===== config.mk =====
export PLATFORM = sky130hd
export DESIGN_NAME = imm_extend_unit
export DESIGN_NICKNAME = d
export VERILOG_FILES = /design/src/rtl/imm_pkg.sv /design/src/rtl/imm_extend_core.sv /design/src/rtl/imm_extend_unit.sv
export SDC_FILE = /design/constraint.sdc
export NUM_CORES = 1
export LEC_CHECK = 0
export ABC_AREA = 1
export BUFFER_PORTS_ARGS = -buffer_cell sky130_fd_sc_hd__buf_4
export CAP_MARGIN = 0
export CORE_MARGIN = 2
export CORE_UTILIZATION = 56
export CTS_CLUSTER_DIAMETER = 100
export DETAILED_ROUTE_END_ITERATION = 6
export HOLD_SLACK_MARGIN = 0.08
export PLACE_DENSITY = 0.83
export REMOVE_ABC_BUFFERS = 1
export SLEW_MARGIN = 10
export SYNTH_ARGS = -nofsm -noshare
export SYNTH_HDL_FRONTEND = slang
export SYNTH_SLANG_ARGS = --single-unit

===== constraint.sdc =====
create_clock -name clk -period 3.3 [get_ports clk]
set_clock_uncertainty 0.1 [all_clocks]
set_input_delay 0.165 -clock clk [delete_from_list [all_inputs] [get_ports clk]]
set_output_delay 0.165 -clock clk [all_outputs]
set_load 0.02 [all_outputs]

===== src/rtl/imm_pkg.sv =====
// Shared definitions for the immediate extender:
// operand modes and prefix state encoding.
package imm_pkg;

  localparam logic [1:0] MODE_ZERO   = 2'b00;
  localparam logic [1:0] MODE_SIGN   = 2'b01;
  localparam logic [1:0] MODE_UPPER  = 2'b10;
  localparam logic [1:0] MODE_PREFIX = 2'b11;

  typedef enum logic {
    PFX_IDLE  = 1'b0,
    PFX_ARMED = 1'b1
  } pfx_state_t;

endpackage


===== src/rtl/imm_extend_core.sv =====
// Combinational value former: extends an immediate,
// optionally joined with a captured prefix.
module imm_extend_core
  import imm_pkg::*;
#(
  parameter int IMM_W  = 15,
  parameter int DATA_W = 32
) (
  input  logic [IMM_W-1:0]  imm,
  input  logic [IMM_W-1:0]  pfx,
  input  logic              armed,
  input  logic [1:0]        mode,
  output logic [DATA_W-1:0] value,
  output logic              prefixed
);

  localparam int CW = 2 * IMM_W;

  logic [DATA_W-1:0] zx;
  logic [DATA_W-1:0] sx;
  logic [DATA_W-1:0] ux;
  logic [DATA_W-1:0] czx;
  logic [DATA_W-1:0] csx;
  logic signed [CW-1:0] cs;

  assign zx = {{(DATA_W-IMM_W){1'b0}}, imm};
  assign sx = {{(DATA_W-IMM_W){imm[IMM_W-1]}}, imm};
  assign ux = {imm, {(DATA_W-IMM_W){1'b0}}};

  // Cast keeps this legal when 2*IMM_W == DATA_W
  assign cs  = {pfx, imm};
  assign czx = DATA_W'(unsigned'(cs));
  assign csx = DATA_W'(cs);

  always_comb begin
    value    = '0;
    prefixed = 1'b0;
    unique case (1'b1)
      (mode == MODE_ZERO): begin
        value    = armed ? czx : zx;
        prefixed = armed;
      end
      (mode == MODE_SIGN): begin
        value    = armed ? csx : sx;
        prefixed = armed;
      end
      (mode == MODE_UPPER): begin
        value = ux;
      end
      (mode == MODE_PREFIX): begin
        value = '0;
      end
      default: begin
        value = '0;
      end
    endcase
  end

endmodule


===== src/rtl/imm_extend_unit.sv =====
// Registered immediate extender with prefix capture,
// sitting between decode and the ALU operand mux.
module imm_extend_unit
  import imm_pkg::*;
#(
  parameter int IMM_W  = 15,
  parameter int DATA_W = 32
) (
  input  logic              clk,
  input  logic              rst_n,
  input  logic              in_valid,
  output logic              in_ready,
  input  logic [IMM_W-1:0]  in_imm,
  input  logic [1:0]        in_mode,
  input  logic              flush,
  output logic              out_valid,
  input  logic              out_ready,
  output logic [DATA_W-1:0] out_data,
  output logic              out_prefixed,
  output logic              pfx_err
);

  if (IMM_W < 2 || 2 * IMM_W > DATA_W) begin : g_bad_params
    $error("imm_extend_unit: illegal IMM_W/DATA_W");
  end

  pfx_state_t        state_q;
  pfx_state_t        state_d;
  logic [IMM_W-1:0]  pfx_reg;
  logic              accept;
  logic              is_pfx;
  logic [DATA_W-1:0] value;
  logic              prefixed;

  assign in_ready = (!out_valid || out_ready) && !flush;
  assign accept   = in_valid && in_ready;
  assign is_pfx   = (in_mode == MODE_PREFIX);

  imm_extend_core #(
    .IMM_W (IMM_W),
    .DATA_W(DATA_W)
  ) u_core (
    .imm     (in_imm),
    .pfx     (pfx_reg),
    .armed   (state_q == PFX_ARMED),
    .mode    (in_mode),
    .value   (value),
    .prefixed(prefixed)
  );

  always_ff @(posedge clk or negedge rst_n) begin
    if (!rst_n) begin
      state_q <= PFX_IDLE;
    end else begin
      state_q <= state_d;
    end
  end

  always_comb begin
    state_d = state_q;
    if (flush) begin
      state_d = PFX_IDLE;
    end else if (accept) begin
      state_d = is_pfx ? PFX_ARMED : PFX_IDLE;
    end
  end

  always_ff @(posedge clk or negedge rst_n) begin
    if (!rst_n) begin
      out_valid    <= 1'b0;
      out_data     <= '0;
      out_prefixed <= 1'b0;
      pfx_err      <= 1'b0;
      pfx_reg      <= '0;
    end else if (flush) begin
      out_valid <= 1'b0;
    end else if (accept) begin
      if (is_pfx) begin
        // A prefix yields no output, so the slot empties
        pfx_reg   <= in_imm;
        out_valid <= 1'b0;
        if (state_q == PFX_ARMED) begin
          pfx_err <= 1'b1;
        end
      end else begin
        out_valid    <= 1'b1;
        out_data     <= value;
        out_prefixed <= prefixed;
      end
    end else if (out_ready) begin
      out_valid <= 1'b0;
    end
  end

endmodule


==> results of run 1 <==
-- how the worst min path moves through the flow --
stage              start                       end  slack, ns
5_1_grt        out_ready     out_valid$_DFFE_PN0P_       0.13
3_5_place_dp       rst_n  out_data[27]$_DFFE_PN0P_       0.13
6_report       out_ready     out_valid$_DFFE_PN0P_       0.11
4_1_cts        out_ready     out_valid$_DFFE_PN0P_       0.11
2_1_floorplan      rst_n   out_data[0]$_DFFE_PN0P_      -0.23
3_3_place_gp       rst_n  out_data[12]$_DFFE_PN0P_       0.12
-- area by class of cell --
cell class | count | area (sq um)
flip-flops and latches | 51 | 1280
multi-input cells | 215 | 925
clock inverters | 1 | 5.00
repair buffers | 74 | 598
clock buffers | 6 | 82.6
well taps | 50 | 62.6
fillers | 309 | 1020
inverters | 9 | 33.8
-- metrics by stage --
| step | hold slack [ns] | utilization |
|---|---|---|
| 2_1_floorplan | -0.231 | - |
| 6_report | 0.108 | 0.746 |
| 3_3_place_gp | 0.122 | 0.681 |
| 3_5_place_dp | 0.132 | 0.681 |
| 4_1_cts | 0.108 | 0.746 |
| 5_1_grt | 0.129 | 0.746 |
-- timing repair --
item	CTS	global route
endpoints found under the hold margin	84	0
setup endpoints to repair	0	0
setup buffers	0	0
hold buffers	17	0
-- layer usage --
layer  vias to the layer above  GRT usage
li1                       1028          -
met1                      1018      0.330
met2                        55      0.407
met3                         4     0.0576
met4                         0     0.0950
met5                         -          0
-- cells by family (layout without fill, tap and decap cells) --
family                 Yosys count  in the layout  share of synthesized area
AOI/OAI and AO/OA                2              2                    0.00431
buffers and inverters           23             90                     0.0523
DFF                             51             51                      0.550
and+or+nand+nor                213            213                      0.394
-- layout by cell type, fill, tap and decap left out, types with 2 or more instances in the layout --
master / count
nor2_1: 3
buf_4: 57
inv_2: 2
dfrtp_1: 51
clkbuf_8: 6
dlygate4sd3_1: 17
nand3_1: 39
nand2_2: 2
nor2_4: 3
inv_1: 7
nand2_1: 161
-- worst max-delay path, cell delays in order --
cell	delay (ns)
dlygate4sd3_1	0.54
buf_4	0.15
inv_1	0.12
nand4_2	0.71
nand2_1	0.25
nand2_1	0.09
-- where the power goes --
| part | internal, W | leakage [nW] | total (W) | switching [W] |
|---|---|---|---|---|
| combinational | 0.000156 | 0.991 | 0.000372 | 0.000216 |
| clock | 0.000165 | 0.0470 | 0.000359 | 0.000194 |
| sequential | 0.000720 | 0.656 | 0.000777 | 0.0000568 |
| total | 0.00104 | 1.69 | 0.00151 | 0.000467 |
==> flow_metrics.tcl, run 1 <==
set metrics [dict create \
    status "finished clean" \
    largest_reg_flops 32 \
    reg2reg_depth 4 \
    ys.flop_type "dfrtp_1" \
    drive_gt1_frac 0.213 \
    avgRoutedWirePerCell_um 13.5 \
    path_max_fanout 34 \
    die_x_um 68.4 \
    antenna_found_initial 0 \
    finalMaxSlewViolations 0 \
    core_area_sq_um 4000 \
    grt_max_degree 52 \
    fin_cells 406 \
    setup-violations-final 0 \
    clock-sinks 51 \
    ir_drop_mv 0.422 \
    finalInstanceArea_sq_um 2980 \
    seq_area_frac_synth 0.550 \
    synth_cells 289 \
    dp_hpwl_um 3400 \
    drtIter0Drc 117 \
    dr_wl_met3_um 286 \
    post-route-period-util 0.586 \
    antenna_left 0 \
    required_ns 3.39 \
    end_kind "register" \
    cts.clk_slew.worst_paths_ns 0.08 \
    cts_max_path_buffers 2 \
    synth_largest_area_cell "dfrtp_1" \
    start_kind "primary input" \
    finalHoldViolations 0 \
    h-tree-depth 2 \
    total_power_w 0.00151 \
    grt_pass1_vias 1882 \
    clock_latency_ns 0.30 \
    critPathKind "in -> reg" \
    overflow 0 \
    yosys.cell_count.top_type "nand2_1" \
    portBuffers 57 \
    grt_setup_unrepaired "no" \
    fin_nets 378 \
    cts_resized 0 \
    fin_ws_ns 1.37 \
    areaGrowthSynthToFinish_pct 28.4 \
    viasPerCell 5.18 \
    top_layer "met4" \
    rr_endpoint "out_data[28]$_DFFE_PN0P_" \
    fmax_ghz 0.517 \
    cts_buffers 5 \
    endpoint "out_data[28]$_DFFE_PN0P_" \
    syn_area_per_cell_sq_um 8.04 \
    ys_types 19 \
    p_leak_nw 1.69 \
    synth_area_sq_um 2320 \
    antennaDiodeCount 0 \
    gp_routability_congestion 0.780 \
    tightest_slew_ns 0.883 \
    wl_met2_um 2820 \
    yosys-top-cells-area "dfrtp_1 55%, nand2_1 26%, nand3_1 8.4%, buf_4 1.6%, buf_2 1.5%" \
    rr_startpoint "out_valid$_DFFE_PN0P_" \
    grt_use_total 0.252 \
    initial_core_util 0.581 \
    async_reset_ff_frac 1.00 \
    pre_cts_slack_ns 1.55 \
    ys_seq_elements 51 \
    wl_um 5480 \
    reg2reg_setup_slack_ns 1.55 \
    cts-root-buf "clkbuf_8" \
    die_h_um 68.4 \
    placed_cell_area_sq_um 2730 \
    crit_path_start "flush" \
    place_inst 382 \
    first_pass_iters 4 \
    power_density_nw_per_um2 505 \
    drc 0 \
    hold_depth 4 \
    yosysWarnings 0 \
    hold_path.class "in -> reg" \
    io_pins 58 \
    fin_crit_ns 1.93 \
    synth_edf_count 0 \
    die-area_sq_um 4680 \
    cts_tree "done" \
    synthTopCellsByCount "161 x nand2_1, 51 x dfrtp_1, 39 x nand3_1, 7 x buf_2, 7 x inv_1" \
    cp.arrival_ns 2.02 \
    grt_pass1_wl_um 8670 \
    row_count 23 \
    netlist.area_leader.share 0.550 \
    met1_length_um 2310 \
    cap_violations 0 \
    num_vias 2105 \
    max-slew-margin-rel 0.410 \
    setup_tns_ns 0 \
]
Power figures use the tool's default switching activity.
==> run 2: changes to the inputs <==
--- a/config.mk
+++ b/config.mk
@@ -9,11 +9,11 @@
 export BUFFER_PORTS_ARGS = -buffer_cell sky130_fd_sc_hd__buf_4
 export CAP_MARGIN = 0
 export CORE_MARGIN = 2
-export CORE_UTILIZATION = 56
+export CORE_UTILIZATION = 47
 export CTS_CLUSTER_DIAMETER = 100
 export DETAILED_ROUTE_END_ITERATION = 6
 export HOLD_SLACK_MARGIN = 0.08
-export PLACE_DENSITY = 0.83
+export PLACE_DENSITY = 0.75
 export REMOVE_ABC_BUFFERS = 1
 export SLEW_MARGIN = 10
 export SYNTH_ARGS = -nofsm -noshare
==> constraint.sdc (replaced) <==
create_clock -name clk -period 1.75 [get_ports clk]
set_clock_uncertainty 0.1 [all_clocks]
set_input_delay 0.0875 -clock clk [delete_from_list [all_inputs] [get_ports clk]]
set_output_delay 0.0875 -clock clk [all_outputs]
set_load 0.02 [all_outputs]
==> flow_metrics.tcl, run 2 (same netlist as run 1, synthesis figures left out) <==
set metrics [dict create \
    clock-sinks 51 \
    hold_ws_ns 0.0872 \
    grt_pass1_vias 2051 \
    place_inst 402 \
    cts-root-buf "clkbuf_8" \
    cp_top_family "buffers and inverters" \
    finalHoldViolations 0 \
    grt_setup_unrepaired "no" \
    setup-violations-final 0 \
    antenna_left 0 \
    cts_buffers 5 \
    grt_use_total 0.225 \
    avgRoutedWirePerCell_um 12.9 \
    worstPathCellList "dlygate4sd3_1 -> buf_4 -> inv_1 -> nand4_2 -> buf_6 -> o21ai_0 -> dlygate4sd3_1" \
    p_leak_nw 1.72 \
    end_kind "register" \
    die-area_sq_um 5520 \
    finalMaxSlewViolations 0 \
    cap_violations 0 \
    max-slew-margin-rel 0.571 \
    ir_drop_mv 0.516 \
    clock_latency_ns 0.30 \
    tightest_slew_ns 0.643 \
    overflow 0 \
    antenna_found_initial 0 \
    gp_routability_congestion 0.801 \
    hold_path.class "in -> reg" \
    post-route-period-util 0.959 \
    fin_cells 428 \
    core_area_sq_um 4750 \
    slowest_stage "dlygate4sd3_1" \
    largest_reg_flops 32 \
    areaGrowthSynthToFinish_pct 31.4 \
    antennaDiodeCount 0 \
    cts.clk_slew.worst_paths_ns 0.09 \
    cp.arrival_ns 1.82 \
    dp_hpwl_um 3560 \
    critPathKind "in -> reg" \
    power_density_nw_per_um2 938 \
    drive_gt1_frac 0.219 \
    status "finished clean" \
    h-tree-depth 2 \
    die_h_um 74.3 \
    io_pins 58 \
    crit_buf_inv 5 \
    setup_tns_ns 0 \
    grt_max_degree 52 \
    post_cts_buffers 0 \
    wl_um 5530 \
    mostFrequentLayoutCells "161 x nand2_1, 59 x buf_4, 51 x dfrtp_1" \
    drtIter0Drc 164 \
    row_count 25 \
    total_power_w 0.00286 \
    cts_tree "done" \
    die_x_um 74.3 \
    max_stage_delay_ns 0.56 \
    path_max_fanout 16 \
    cp_common_cell "dlygate4sd3_1" \
    first_pass_iters 4 \
    final_common_cell "nand2_1" \
    start_kind "primary input" \
    fmax_ghz 0.596 \
    required_ns 1.89 \
    viasPerCell 4.91 \
    fin_nets 383 \
    fin_crit_ns 1.68 \
    num_vias 2102 \
    portBuffers 57 \
    drc 0 \
    cts_max_path_buffers 2 \
    initial_core_util 0.488 \
    grt_pass1_wl_um 9380 \
]
==> run 2: path summary, 6_finish.rpt <==
check / start / endpoint / slack (ns) / depth (start not counted)
min in group asynchronous: rst_n / out_data[18]$_DFFE_PN0P_ / 0.24 / 2
min reg2reg: pfx_reg[11]$_DFFE_PN0P_ / pfx_reg[11]$_DFFE_PN0P_ / 0.38 / 2
max reg2reg: out_valid$_DFFE_PN0P_ / out_valid$_DFFE_PN0P_ / 0.12 / 5
min: in_valid / state_q$_DFFE_PN0P_ / 0.09 / 4
max in group asynchronous: rst_n / pfx_err$_DFFE_PN0P_ / 0.87 / 2
max: flush / out_valid$_DFFE_PN0P_ / 0.07 / 7
==> run 2: worst register-to-register path, delay by kind of cell (launching register included) <==
family / cells / cell delay, ns
AO/OA/AOI/OAI: 1 / 0.09
buffers and inverters: 2 / 0.73
AND/OR/NAND/NOR: 2 / 0.20
flip-flops: 1 / 0.40
==> run 2: per-layer routing <==
metal	vias to the layer above	global-route usage	wire, um
li1	1042	-	-
met1	996	0.283	2480
met2	59	0.375	2740
met3	5	0.0556	257
met4	0	0.0893	63
met5	-	0	0
==> run 2: cell type report <==
class	count	area (sq um)
Tap cell	67	83.8
Sequential cell	51	1280
Multi-Input combinational cell	215	925
Timing Repair Buffer	79	644
Inverter	9	33.8
Fill cell	453	1700
Clock buffer	6	82.6
Clock inverter	1	5.00
==> run 2: power by group <==
part / switching (W) / total [W] / leakage, nW / internal, W
Sequential: 0.000103 / 0.00146 / 0.656 / 0.00136
Clock: 0.000373 / 0.000684 / 0.0470 / 0.000311
Combinational: 0.000412 / 0.000716 / 1.02 / 0.000303
==> run 2: what timing repair did <==
action,in CTS,in global routing
hold buffers,19,0
gates resized for setup,0,1
setup endpoints to repair,0,1
endpoints found under the hold margin,97,0
==> run 2: per-stage QoR <==
stage | utilization | setup WS [ns] | instance area (sq um)
after floorplan | - | 0.115 | 2230
after global placement | 0.582 | 0.384 | 2770
after global routing | 0.642 | 0.00730 | 3050
final | 0.642 | 0.0721 | 3050
after detailed placement | 0.582 | 0.332 | 2770
after CTS | 0.641 | 0.0513 | 3050
==> run 3: changes to the inputs <==
--- a/config.mk
+++ b/config.mk
@@ -5,7 +5,6 @@
 export SDC_FILE = /design/constraint.sdc
 export NUM_CORES = 1
 export LEC_CHECK = 0
-export ABC_AREA = 1
 export BUFFER_PORTS_ARGS = -buffer_cell sky130_fd_sc_hd__buf_4
 export CAP_MARGIN = 0
 export CORE_MARGIN = 2
==> flow_metrics.tcl, run 3 <==
set metrics [dict create \
    status "finished clean" \
    ys.flop_type "dfrtp_1" \
    overflow 0 \
    num_vias 1716 \
    place_inst 287 \
    tightest_slew_ns 0.630 \
    p_leak_nw 1.47 \
    synthTopCellsByCount "51 x dfrtp_1, 22 x mux2_2, 16 x a22o_1, 15 x a21oi_1, 15 x nand2b_1" \
    initial_core_util 0.484 \
    start_kind "register" \
    synth_top_family_by_area "compound AO/OA/AOI/OAI gates" \
    clock_latency_ns 0.30 \
    cts_buffers 5 \
    antenna_left 0 \
    finalMaxSlewViolations 0 \
    post_cts_buffers 0 \
    synth.area.mux_share 0.153 \
    max-slew-margin-rel 0.580 \
    drc 0 \
    die-area_sq_um 5400 \
    cp.arrival_ns 1.77 \
    power_density_nw_per_um2 1040 \
    critPathKind "reg -> reg" \
    setup_tns_ns 0 \
    slowest_stage "dfrtp_1" \
    path_max_fanout 17 \
    row_count 25 \
    synthSimpleGateAreaFrac 0.0920 \
    reg2reg_depth 5 \
    grt_use_total 0.194 \
    dp_hpwl_um 3400 \
    fmax_ghz 0.598 \
    required_ns 1.84 \
    cap_violations 0 \
    drive_gt1_frac 0.405 \
    first_pass_iters 4 \
    async_reset_ff_frac 1.00 \
    ir_drop_mv 0.559 \
    total_power_w 0.00325 \
    wl_um 5010 \
    synth_largest_area_cell "dfrtp_1" \
    finalHoldViolations 0 \
    endpoint "pfx_reg[3]$_DFFE_PN0P_" \
    end_kind "register" \
    antenna_found_initial 0 \
    areaGrowthSynthToFinish_pct 36.9 \
    synth_edf_count 0 \
    synth_compound_area_frac 0.163 \
    drtIter0Drc 55 \
    max_stage_delay_ns 0.39 \
    cts.clk_slew.worst_paths_ns 0.09 \
    synth-xor-area-share 0 \
    fin_crit_ns 1.67 \
    ys_seq_elements 51 \
    yosysWarnings 0 \
    rr_startpoint "out_valid$_DFFE_PN0P_" \
    synth_adder_area_share 0 \
    gp_routability_congestion 0.704 \
    hold_path.class "in -> reg" \
    fin_nets 280 \
    syn_area_per_cell_sq_um 12.8 \
    grt_setup_unrepaired "yes" \
    antennaDiodeCount 0 \
    grt_pass1_vias 1627 \
    fin_cells 313 \
    mostFrequentLayoutCells "67 x buf_4, 51 x dfrtp_1, 22 x mux2_2" \
    viasPerCell 5.48 \
    cts-root-buf "clkbuf_8" \
    netlist.area_leader.share 0.562 \
    cts_max_path_buffers 2 \
    synth_cells 178 \
    post-route-period-util 0.955 \
    grt_max_degree 52 \
    worstPathCellList "nor2b_1 -> buf_4 -> nor3b_4 -> buf_12 -> mux2_2" \
    cts_tree "done" \
    core_area_sq_um 4690 \
    final_common_cell "buf_4" \
    synth_area_sq_um 2270 \
    yosys.cell_count.top_type "dfrtp_1" \
    h-tree-depth 2 \
    grt_pass1_wl_um 8020 \
    reg2reg_setup_slack_ns 0.08 \
    rr_endpoint "pfx_reg[3]$_DFFE_PN0P_" \
    hold_ws_ns 0.112 \
    die_x_um 73.5 \
    avgRoutedWirePerCell_um 16.0 \
    io_pins 58 \
    clock-sinks 51 \
    yosys-top-cells-area "dfrtp_1 56%, mux2_2 11%, a22o_1 6.2%, a22oi_1 4.3%, nand2b_1 4.1%" \
    ys_types 27 \
    n_fill_cell 368 \
    die_h_um 73.5 \
    portBuffers 57 \
    crit_path_start "out_valid$_DFFE_PN0P_" \
    largest_reg_flops 32 \
    seq_area_frac_synth 0.562 \
    setup-violations-final 0 \
]
-- run 3: metrics by stage --
| stage | area (sq um) | util | setup slack [ns] |
|---|---|---|---|
| detailed placement | 2800 | 0.596 | -0.0318 |
| global route | 3110 | 0.663 | -0.0114 |
| floorplan | 2210 | - | -0.255 |
| finish | 3110 | 0.663 | 0.0780 |
| CTS | 3100 | 0.662 | 0.0403 |
| global placement | 2800 | 0.596 | 0.0403 |
-- run 3: how the worst min path moves through the flow --
stage	start	endpoint	depth (start not counted)	slack (ns)
after floorplan	rst_n	out_data[0]$_DFFE_PN0P_	0	-0.31
after global placement	rst_n	out_data[30]$_DFFE_PN0P_	1	0.06
after detailed placement	rst_n	out_data[30]$_DFFE_PN0P_	1	0.05
after CTS	out_ready	out_valid$_DFFE_PN0P_	3	0.12
after global routing	out_ready	out_valid$_DFFE_PN0P_	3	0.14
final	out_ready	out_valid$_DFFE_PN0P_	3	0.11
-- run 3: report_power, final --
part	internal (W)	switching (W)	leakage [nW]
clock network	0.000463	0.000384	0.0612
logic	0.000450	0.000423	0.767
registers	0.00140	0.000126	0.637
total	0.00232	0.000933	1.47
-- run 3: cell type report --
| type | count | area (sq um) | area share |
|---|---|---|---|
| well taps | 54 | 67.6 | 0.0217 |
| clock inverters | 2 | 35.0 | 0.0113 |
| flip-flops and latches | 51 | 1280 | 0.410 |
| clock buffers | 6 | 82.6 | 0.0266 |
| repair buffers | 86 | 703 | 0.226 |
| multi-input cells | 113 | 941 | 0.303 |
| inverters | 1 | 3.75 | 0.00121 |
-- run 3: what timing repair did --
item,in CTS,in global routing
setup endpoints to repair,9,15
hold endpoints to repair,86,0
gates resized for setup,1,1
hold buffers,18,0
-- run 3: cells by family after synthesis --
logic type / Yosys count
flip-flops: 51
multiplexers: 31
buffers and inverters: 14
AND/OR/NAND/NOR: 29
AO/OA/AOI/OAI: 53
-- run 3: worst max-delay path: cells and delay by family (launching register included) --
kind                   cells  cell delay, ns
buffers and inverters      2            0.34
muxes                      1            0.34
and+or+nand+nor            2            0.39
DFF                        1            0.39
-- run 3: layer usage --
metal | vias to the layer above | global-route usage | share of wire
met5 | - | 0 | 0
met4 | 0 | 0.0545 | 0.012
met1 | 844 | 0.271 | 0.47
met3 | 6 | 0.0439 | 0.047
met2 | 54 | 0.306 | 0.47
li1 | 812 | - | -
